**config.mk**
```make
export PLATFORM = sky130hd
export DESIGN_NAME = mem_req_arbiter
export DESIGN_NICKNAME = d
export VERILOG_FILES = /design/src/rtl/mem_req_arbiter.sv
export SDC_FILE = /design/constraint.sdc
export NUM_CORES = 1
export LEC_CHECK = 0
export ABC_AREA = 1
export CORE_AREA = 4 4 419 421
export CTS_BUF_LIST = sky130_fd_sc_hd__clkbuf_16
export DETAILED_ROUTE_END_ITERATION = 8
export DIE_AREA = 0 0 423 425
export GPL_TIMING_DRIVEN = 0
export PLACE_DENSITY = 0.3
export RECOVER_POWER = 50
export SETUP_SLACK_MARGIN = 0.5
export SLEW_MARGIN = 20
export SYNTH_ARGS = -nofsm -noshare
export SYNTH_HDL_FRONTEND = slang
export SYNTH_SLANG_ARGS = --single-unit
```
**constraint.sdc**
```tcl
create_clock -name clk -period 2.29 [get_ports clk]
set_clock_uncertainty 0.2 [all_clocks]
set_input_delay 0.458 -clock clk [delete_from_list [all_inputs] [get_ports clk]]
set_output_delay 0.458 -clock clk [all_outputs]
set_load 0.02 [all_outputs]
```
**src/rtl/mem_req_arbiter.sv**
```systemverilog
`default_nettype none
// +--------------------------------------------------------------------------+
// | mem_req_arbiter: round-robin merge of per-client cache-line requests     |
// | onto one strobe/done memory port.                      Revision: 1.0     |
// +--------------------------------------------------------------------------+
module mem_req_arbiter #(
  parameter  int N_CLIENTS  = 4,
  parameter  int ADDR_WIDTH = 32,
  parameter  int DATA_WIDTH = 128,
  localparam int GW         = $clog2(N_CLIENTS)
) (
  input  logic                             clk,
  input  logic                             rst_n,
  input  logic [N_CLIENTS-1:0]             req_i,
  input  logic [N_CLIENTS-1:0]             rw_i,
  input  logic [N_CLIENTS*ADDR_WIDTH-1:0]  addr_i,
  input  logic [N_CLIENTS*DATA_WIDTH-1:0]  wdata_i,
  output logic [DATA_WIDTH-1:0]            rdata_o,
  output logic [N_CLIENTS-1:0]             done_o,
  output logic                             strobe_o,
  output logic [ADDR_WIDTH-1:0]            addr_o,
  output logic [DATA_WIDTH-1:0]            wdata_o,
  output logic                             rw_o,
  input  logic [DATA_WIDTH-1:0]            rdata_i,
  input  logic                             done_i,
  output logic                             busy_o,
  output logic [GW-1:0]                    grant_o
);

  typedef enum logic [1:0] {
    IDLE = 2'd0,
    REQ  = 2'd1,
    WAIT = 2'd2,
    RESP = 2'd3
  } state_t;

  state_t                  state_q;
  logic [GW-1:0]           rr_q;
  logic [GW-1:0]           grant_q;
  logic                    strobe_q;
  logic                    busy_q;
  logic                    rw_q;
  logic [N_CLIENTS-1:0]    done_q;
  logic [ADDR_WIDTH-1:0]   addr_q;
  logic [DATA_WIDTH-1:0]   wdata_q;
  logic [DATA_WIDTH-1:0]   rdata_q;

  logic [ADDR_WIDTH-1:0]   addr_a  [N_CLIENTS];
  logic [DATA_WIDTH-1:0]   wdata_a [N_CLIENTS];

  generate
    for (genvar k = 0; k < N_CLIENTS; k++) begin : g_unpack
      assign addr_a[k]  = addr_i[k*ADDR_WIDTH +: ADDR_WIDTH];
      assign wdata_a[k] = wdata_i[k*DATA_WIDTH +: DATA_WIDTH];
    end
  endgenerate

  // Scan clients starting at rr_q with wrap-around; first requester wins.
  logic [GW-1:0] pick_idx;
  logic          pick_vld;
  logic [GW:0]   cand;

  always_comb begin
    pick_vld = 1'b0;
    pick_idx = '0;
    cand     = '0;
    for (int i = 0; i < N_CLIENTS; i++) begin
      cand = {1'b0, rr_q} + (GW+1)'(i);
      if (cand >= (GW+1)'(N_CLIENTS)) cand = cand - (GW+1)'(N_CLIENTS);
      if (!pick_vld && req_i[cand[GW-1:0]]) begin
        pick_vld = 1'b1;
        pick_idx = cand[GW-1:0];
      end
    end
  end

  always_ff @(posedge clk) begin
    if (!rst_n) begin
      state_q  <= IDLE;
      rr_q     <= '0;
      grant_q  <= '0;
      strobe_q <= 1'b0;
      busy_q   <= 1'b0;
      rw_q     <= 1'b0;
      done_q   <= '0;
      addr_q   <= '0;
      wdata_q  <= '0;
      rdata_q  <= '0;
    end else begin
      strobe_q <= 1'b0;
      done_q   <= '0;
      case (state_q)
        IDLE: begin
          if (pick_vld) begin
            grant_q  <= pick_idx;
            addr_q   <= addr_a[pick_idx];
            wdata_q  <= wdata_a[pick_idx];
            rw_q     <= rw_i[pick_idx];
            strobe_q <= 1'b1;
            busy_q   <= 1'b1;
            state_q  <= REQ;
          end
        end
        REQ: state_q <= WAIT;
        WAIT: begin
          if (done_i) begin
            if (!rw_q) rdata_q <= rdata_i;
            done_q  <= N_CLIENTS'(1) << grant_q;
            state_q <= RESP;
          end
        end
        RESP: begin
          // Last-served client drops to lowest priority.
          rr_q    <= (grant_q == GW'(N_CLIENTS-1)) ? '0 : grant_q + 1'b1;
          busy_q  <= 1'b0;
          state_q <= IDLE;
        end
        default: state_q <= IDLE;
      endcase
    end
  end

  assign rdata_o  = rdata_q;
  assign done_o   = done_q;
  assign strobe_o = strobe_q;
  assign addr_o   = addr_q;
  assign wdata_o  = wdata_q;
  assign rw_o     = rw_q;
  assign busy_o   = busy_q;
  assign grant_o  = grant_q;

endmodule
`default_nettype wire

```
Word level (Yosys, flattened, before mapping):

Cells that the tools add are included.

* add/subtract/negate cells: 8
* multipliers: 0
* divide/modulo/power cells: 0
* $lt $le $gt $ge: 10
* eq/ne operators: 6
* shift operators: 1
* multiplexer cells: 35
* bitwise logic cells: 2
* reductions and logical operators: 14

Operators by type and width (count)
* binary-select mux 128 bit (select 2 bit): 1
* two-way mux 128 bit: 2
* binary-select mux 32 bit (select 2 bit): 1
* two-way mux 32 bit: 2
* two-way mux 2 bit: 11
* < comparator 2 x 3 -> 1 bit (second input constant): 5
* greater-or-equal comparator 3 bit (second input constant): 4
* two-way mux 1 bit: 11
* binary-select mux 1 bit (select 2 bit): 5
* case mux 2 bit (4 select lines): 1
* AND reduction 2 bit: 4
* subtractor 2 x 1 -> 2 bit (second input constant): 4
* adder 2 x 2 -> 3 bit (second input constant): 2
* equality test 2 bit (second input constant): 3
* AND reduction 3 bit: 2
* inequality test 2 bit (second input constant): 2
* left shift 1 x 2 -> 4 bit (first input constant): 1
* adder 2 x 1 -> 3 bit (second input constant): 1
* greater-or-equal comparator 2 x 3 -> 1 bit (second input constant): 1
* logical AND 1 bit: 3
* logical NOT 1 bit: 3
* inverter 2 -> 3 bit: 1
* adder 2 x 1 -> 2 bit (second input constant): 1
* equality test 2 x 1 -> 1 bit (second input constant): 1
* 4 further kinds: 4

* register bits after elaboration: 301
* latch bits: 0
* RAM bits: 0
* ROM bits: 0
* output and inout port bits: 297
* logic and storage cells: 86
* memories: 0

Depth between registers and ports, before layout:

* depth in word-level cells: 18
* gate-level depth with buffers: 17
* mapped depth without buffers: 15

Worst setup path after synthesis:

Ideal clock, no wire load.

* kind: input port to flip-flop
* start point: in req_i[3]
* end point: reg wdata_q[82] (netlist: wdata_o[82])
* data arrival time: 1785 ps
* required time: 1981 ps
* setup slack: 196 ps
* cell stages on the path: 15
* path buffers: 3
* cell sequence: inv_1 > nand2_1 > nand3_1 > nand2_1 > nor2_4 > nand3_4 > nand2_2 > inv_2 > buf_6 > buf_6 > buf_2 > nor2_1 > nor2_1 > nand2_1 > inv_1

* word-level cells in the longest chain between the ends: 16
* elaborated cells on any way between the ends: 27
* classes of those cells: mux: 19; bitwise: 1; reduce/logical: 7

RTL lines
* start, declared: RTL line 14 `input logic [N_CLIENTS-1:0] req_i,`
* binary-select mux 1 bit (select 2 bit): RTL line 70 `if (!pick_vld && req_i[cand[GW-1:0]]) begin`
* two-way mux 1 bit (implied by the code): RTL line 70
* two-way mux 1 bit: RTL line 70
* logical NOT 1 bit: RTL line 70
* logical AND 1 bit: RTL line 70
* two-way mux 1 bit: RTL line 70
* logical NOT 1 bit: RTL line 70
* logical AND 1 bit: RTL line 70
* two-way mux 1 bit: RTL line 70
* logical NOT 1 bit: RTL line 70
* logical AND 1 bit: RTL line 70
* two-way mux 2 bit: RTL line 70
* inverter 2 -> 3 bit (implied by the code): RTL line 97 `wdata_q <= wdata_a[pick_idx];`
* binary-select mux 128 bit (select 2 bit): RTL line 97
* two-way mux 128 bit (implied by the code) (2 in a row): RTL line 97
* end signal, assigned: RTL line 97
* end, declared: RTL line 45 `logic [DATA_WIDTH-1:0] wdata_q;`

Parallel ways exist; a longest one is shown, timed or not. The select of a mux whose other input is x is not followed.
A chain may end at the register's enable or synchronous reset.

Worst setup path in the final report:

* start point: reg rr_q[0]
* end point: reg wdata_q[80] (netlist: wdata_o[80])

* word-level cells in the longest chain between the ends: 18
* elaborated cells on any way between the ends: 42
* classes of those cells: add/sub: 7; order compare: 4; mux: 23; bitwise: 1; reduce/logical: 7

RTL lines
* start, declared: RTL line 38 `logic [GW-1:0] rr_q;`
* start signal, assigned: RTL line 114 `rr_q <= (grant_q == GW'(N_CLIENTS-1)) ? '0 : grant_q + 1'b1;`
* branches (longest 18 deep; another with adder 2 x 1 -> 3 bit)

Parallel ways; which one is timed is not known. The select of a mux whose other input is x is not followed.

==> flow_metrics.env <==
export IMPL_outcome="complete, but fails checks"
export IMPL_failing_checks="negative setup slack"
export IMPL_worstPathArrival_ps=2910
export IMPL_cts_sink_count=301
export IMPL_detailroute_via_count=25177
export IMPL_power_sequential_fraction_pct=16.7
export IMPL_cts_path_max_buffers=3
export IMPL_sw_frac_of_total_pct=47.7
export IMPL_required_ps=2620
export IMPL_grt_pass1_vias=25217
export IMPL_grt_max_degree=14
export IMPL_timing_max_transition_violations_final=0
export IMPL_irDropWorstVdd_v=0.000492
export IMPL_num_io_pins=1076
export IMPL_setup_violations_final=163
export IMPL_fraction_of_the_yosys_area_taken_by_sequential_cells_pct=33.2
export IMPL_antenna_violations_before_repair=50
export IMPL_grt_ovfl_total=0
export IMPL_effective_utilization_at_floorplan_pct=10.6
export IMPL_warning_count_from_the_yosys_run=0
export IMPL_critPathMaxFanout=5
export IMPL_final_min_period_over_clock_period_pct=113
export IMPL_remaining_drc_errors=0
export IMPL_post_synth_instance_area_um2=18100
export IMPL_comb_power_share_pct=69.2
export IMPL_area_growth_synth_to_final_pct=122
export IMPL_wire_length_after_detailed_routing_um=163000
export IMPL_clk_pin_slew_ps=60
export IMPL_die_area_um2=180000
export IMPL_synth_area_per_cell_um2=5.84
export IMPL_fp_dieH_um=425
export IMPL_most_common_layout_cells="sky130_fd_sc_hd__clkdlybuf4s50_1 (777), sky130_fd_sc_hd__inv_1 (545), sky130_fd_sc_hd__nor2_1 (534)"
export IMPL_totalPowerFinal_uw=50600
export IMPL_switching_power_uw=24100
export IMPL_cts_tree="yes"
export IMPL_postSynthRegisterBits=301
export IMPL_tightest_slew_margin_relative_to_the_limit_pct=44.3
export IMPL_p_clk_share_pct=14.1
export IMPL_cts_root_buffer="sky130_fd_sc_hd__clkbuf_16"
export IMPL_wl_per_cell_um=24.1
export IMPL_placeableCoreArea_um2=171000
export IMPL_report_final_hold_viol_count=0
export IMPL_fmax_mhz=387
export IMPL_max_slew_worst_pin_slew_ps=836
export IMPL_vias_per_cell=3.72
export IMPL_timing_max_cap_violations=0
export IMPL_clk_latency_ps=620
export IMPL_place_inst=6494
export IMPL_cts_buffers_inserted=48
export IMPL_gp_congestion=0.863
export IMPL_timing_critical_path_from_type="flop"
export IMPL_grt_first_pass_wirelength_um=211000
export IMPL_powerDensity_nw_per_um2=1260
export IMPL_grt_util_all_layers_pct=16.9
export IMPL_post_layout_nonfiller_instances=6774
export IMPL_timing_critical_path_to_type="flop"
export IMPL_p_leak_uw=0.0189
export IMPL_dpl_worst_slack_ps=-1730
export IMPL_setup_repair_after_global_routing_missed_its_margin="true"
export IMPL_num_nets_final=5183
export IMPL_holdCritPathClass="in -> reg"
export IMPL_syn_num_nets=3893
export IMPL_io_buffers=1074
export IMPL_p_int_uw=26500
export IMPL_cts_htree_levels=2
export IMPL_path_class="reg -> reg"
export IMPL_hold_buffers=0
export IMPL_drt_antenna_violating_nets=0
export IMPL_dp_hpwl_um=132000
export IMPL_worst_slack_ps=-291
export IMPL_post_route_min_period_ps=2580
export IMPL_fraction_of_layout_cells_with_a_size_suffix_above_1_pct=30.1
export IMPL_fp_dieW_um=423
export IMPL_final_common_cell="sky130_fd_sc_hd__clkdlybuf4s50_1"
export IMPL_drt_initial_drc_count=1320
export IMPL_post_synth_inst_count=3109
export IMPL_final_core_util_pct=23.5
export IMPL_detailedRoute_firstPassIterationCount=7
export IMPL_synth_cell_type_count=26
export IMPL_rows=152
worst max-delay path, cell delays in order, from the launching register on:
cell	delay (ps)
sky130_fd_sc_hd__dfxtp_4	410
sky130_fd_sc_hd__buf_8	160
sky130_fd_sc_hd__nand2_4	70
sky130_fd_sc_hd__nand3_4	70
sky130_fd_sc_hd__nand2_4	60
sky130_fd_sc_hd__nor2_4	140
sky130_fd_sc_hd__nand3_4	130
sky130_fd_sc_hd__nand3_4	140
sky130_fd_sc_hd__buf_6	110
sky130_fd_sc_hd__buf_12	120
sky130_fd_sc_hd__buf_12	120
sky130_fd_sc_hd__buf_16	150
sky130_fd_sc_hd__buf_12	130
sky130_fd_sc_hd__buf_12	130
sky130_fd_sc_hd__nand2_4	50
sky130_fd_sc_hd__nand3_2	70
sky130_fd_sc_hd__nand3_2	90
sky130_fd_sc_hd__nand2_1	80
sky130_fd_sc_hd__inv_1	30
area by class of cell:
type	instances	area, um2
Fill cell	19359	131000
Timing Repair Buffer	1240	12900
Multi-Input combinational cell	2030	11900
Sequential cell	301	6320
Tap cell	2310	2890
Buffer	226	2540
Inverter	552	2110
Clock buffer	49	1230
Clock inverter	35	230
Antenna cell	31	77.6
sequential cells by signal, summed over array words and instances (netlist names), 2 cells and up:
| register | cells |
|---|---|
| addr_o | 32 |
| done_o | 4 |
| wdata_o | 128 |
| grant_o | 2 |
| rdata_o | 128 |
| rr_q | 2 |
| state_q | 2 |
path summary, 6_finish.rpt:
| check | start | cells after the start | slack [ps] | endpoint |
|---|---|---|---|---|
| worst max-delay path | rr_q[0] | 18 | -290 | wdata_o[80] |
| worst min-delay path | rdata_i[125] | 3 | 210 | rdata_o[125] |
| worst max register to register | rr_q[0] | 18 | -290 | wdata_o[80] |
| worst min register to register | state_q[0] | 2 | 280 | state_q[0] |
per-layer routing:
metal  global-route usage [%]  vias to the layer above  part of all wire, %
met1                     18.0                    11950                   37
met5                        0                        -                0.043
li1                         -                    12261                    -
met2                     31.3                      781                   53
met3                     4.86                      173                  6.8
met4                     6.75                       12                  3.4
logic make-up after synthesis:
| logic type | Yosys count | share of synthesized area [%] |
|---|---|---|
| compound gates | 366 | 10.2 |
| buf+inv | 778 | 17.6 |
| fa+ha+maj | 5 | 0.345 |
| flops | 301 | 33.2 |
| simple gates | 1659 | 38.7 |
Yosys cell counts (all sizes together):
cell      n  share of area (%)
dfxtp   301                 33
o22ai     1              0.035
ha        5               0.34
o211a     2               0.11
nand4   168                5.8
o21ai   357                9.8
nand3   236                6.7
a211oi    1              0.069
a21oi     4               0.11
nor2    555                 12
clkbuf   95                2.0
nand2   700                 15
buf     131                4.1
inv     552                 11
o21bai    1              0.041
through the flow:
stage	hold slack (ps)	instance area [um2]	TNS [ps]
5_1_grt	168	40200	-51520
6_report	206	40200	-32450
2_1_floorplan	261	18400	0
4_1_cts	127	37400	-67590
3_5_place_dp	283	32100	-295830
3_3_place_gp	280	32100	-323530
power by group through the flow:
stage / logic [uW] / clock network [uW] / registers (uW)
after global placement: 24600 / 0 / 8030
after global routing: 37500 / 7680 / 8680
after floorplan: 10200 / 0 / 9830
final: 35000 / 7130 / 8460
after detailed placement: 24500 / 0 / 8080
after CTS: 31900 / 7530 / 8030
repair_timing:
action / CTS / global route
buffers inserted: 71 / 50
resized for setup: 693 / 2605
setup endpoints to repair: 594 / 588
pin swaps: 107 / 192
gates cloned: 31 / 13
(Power assumes the default switching activity.)
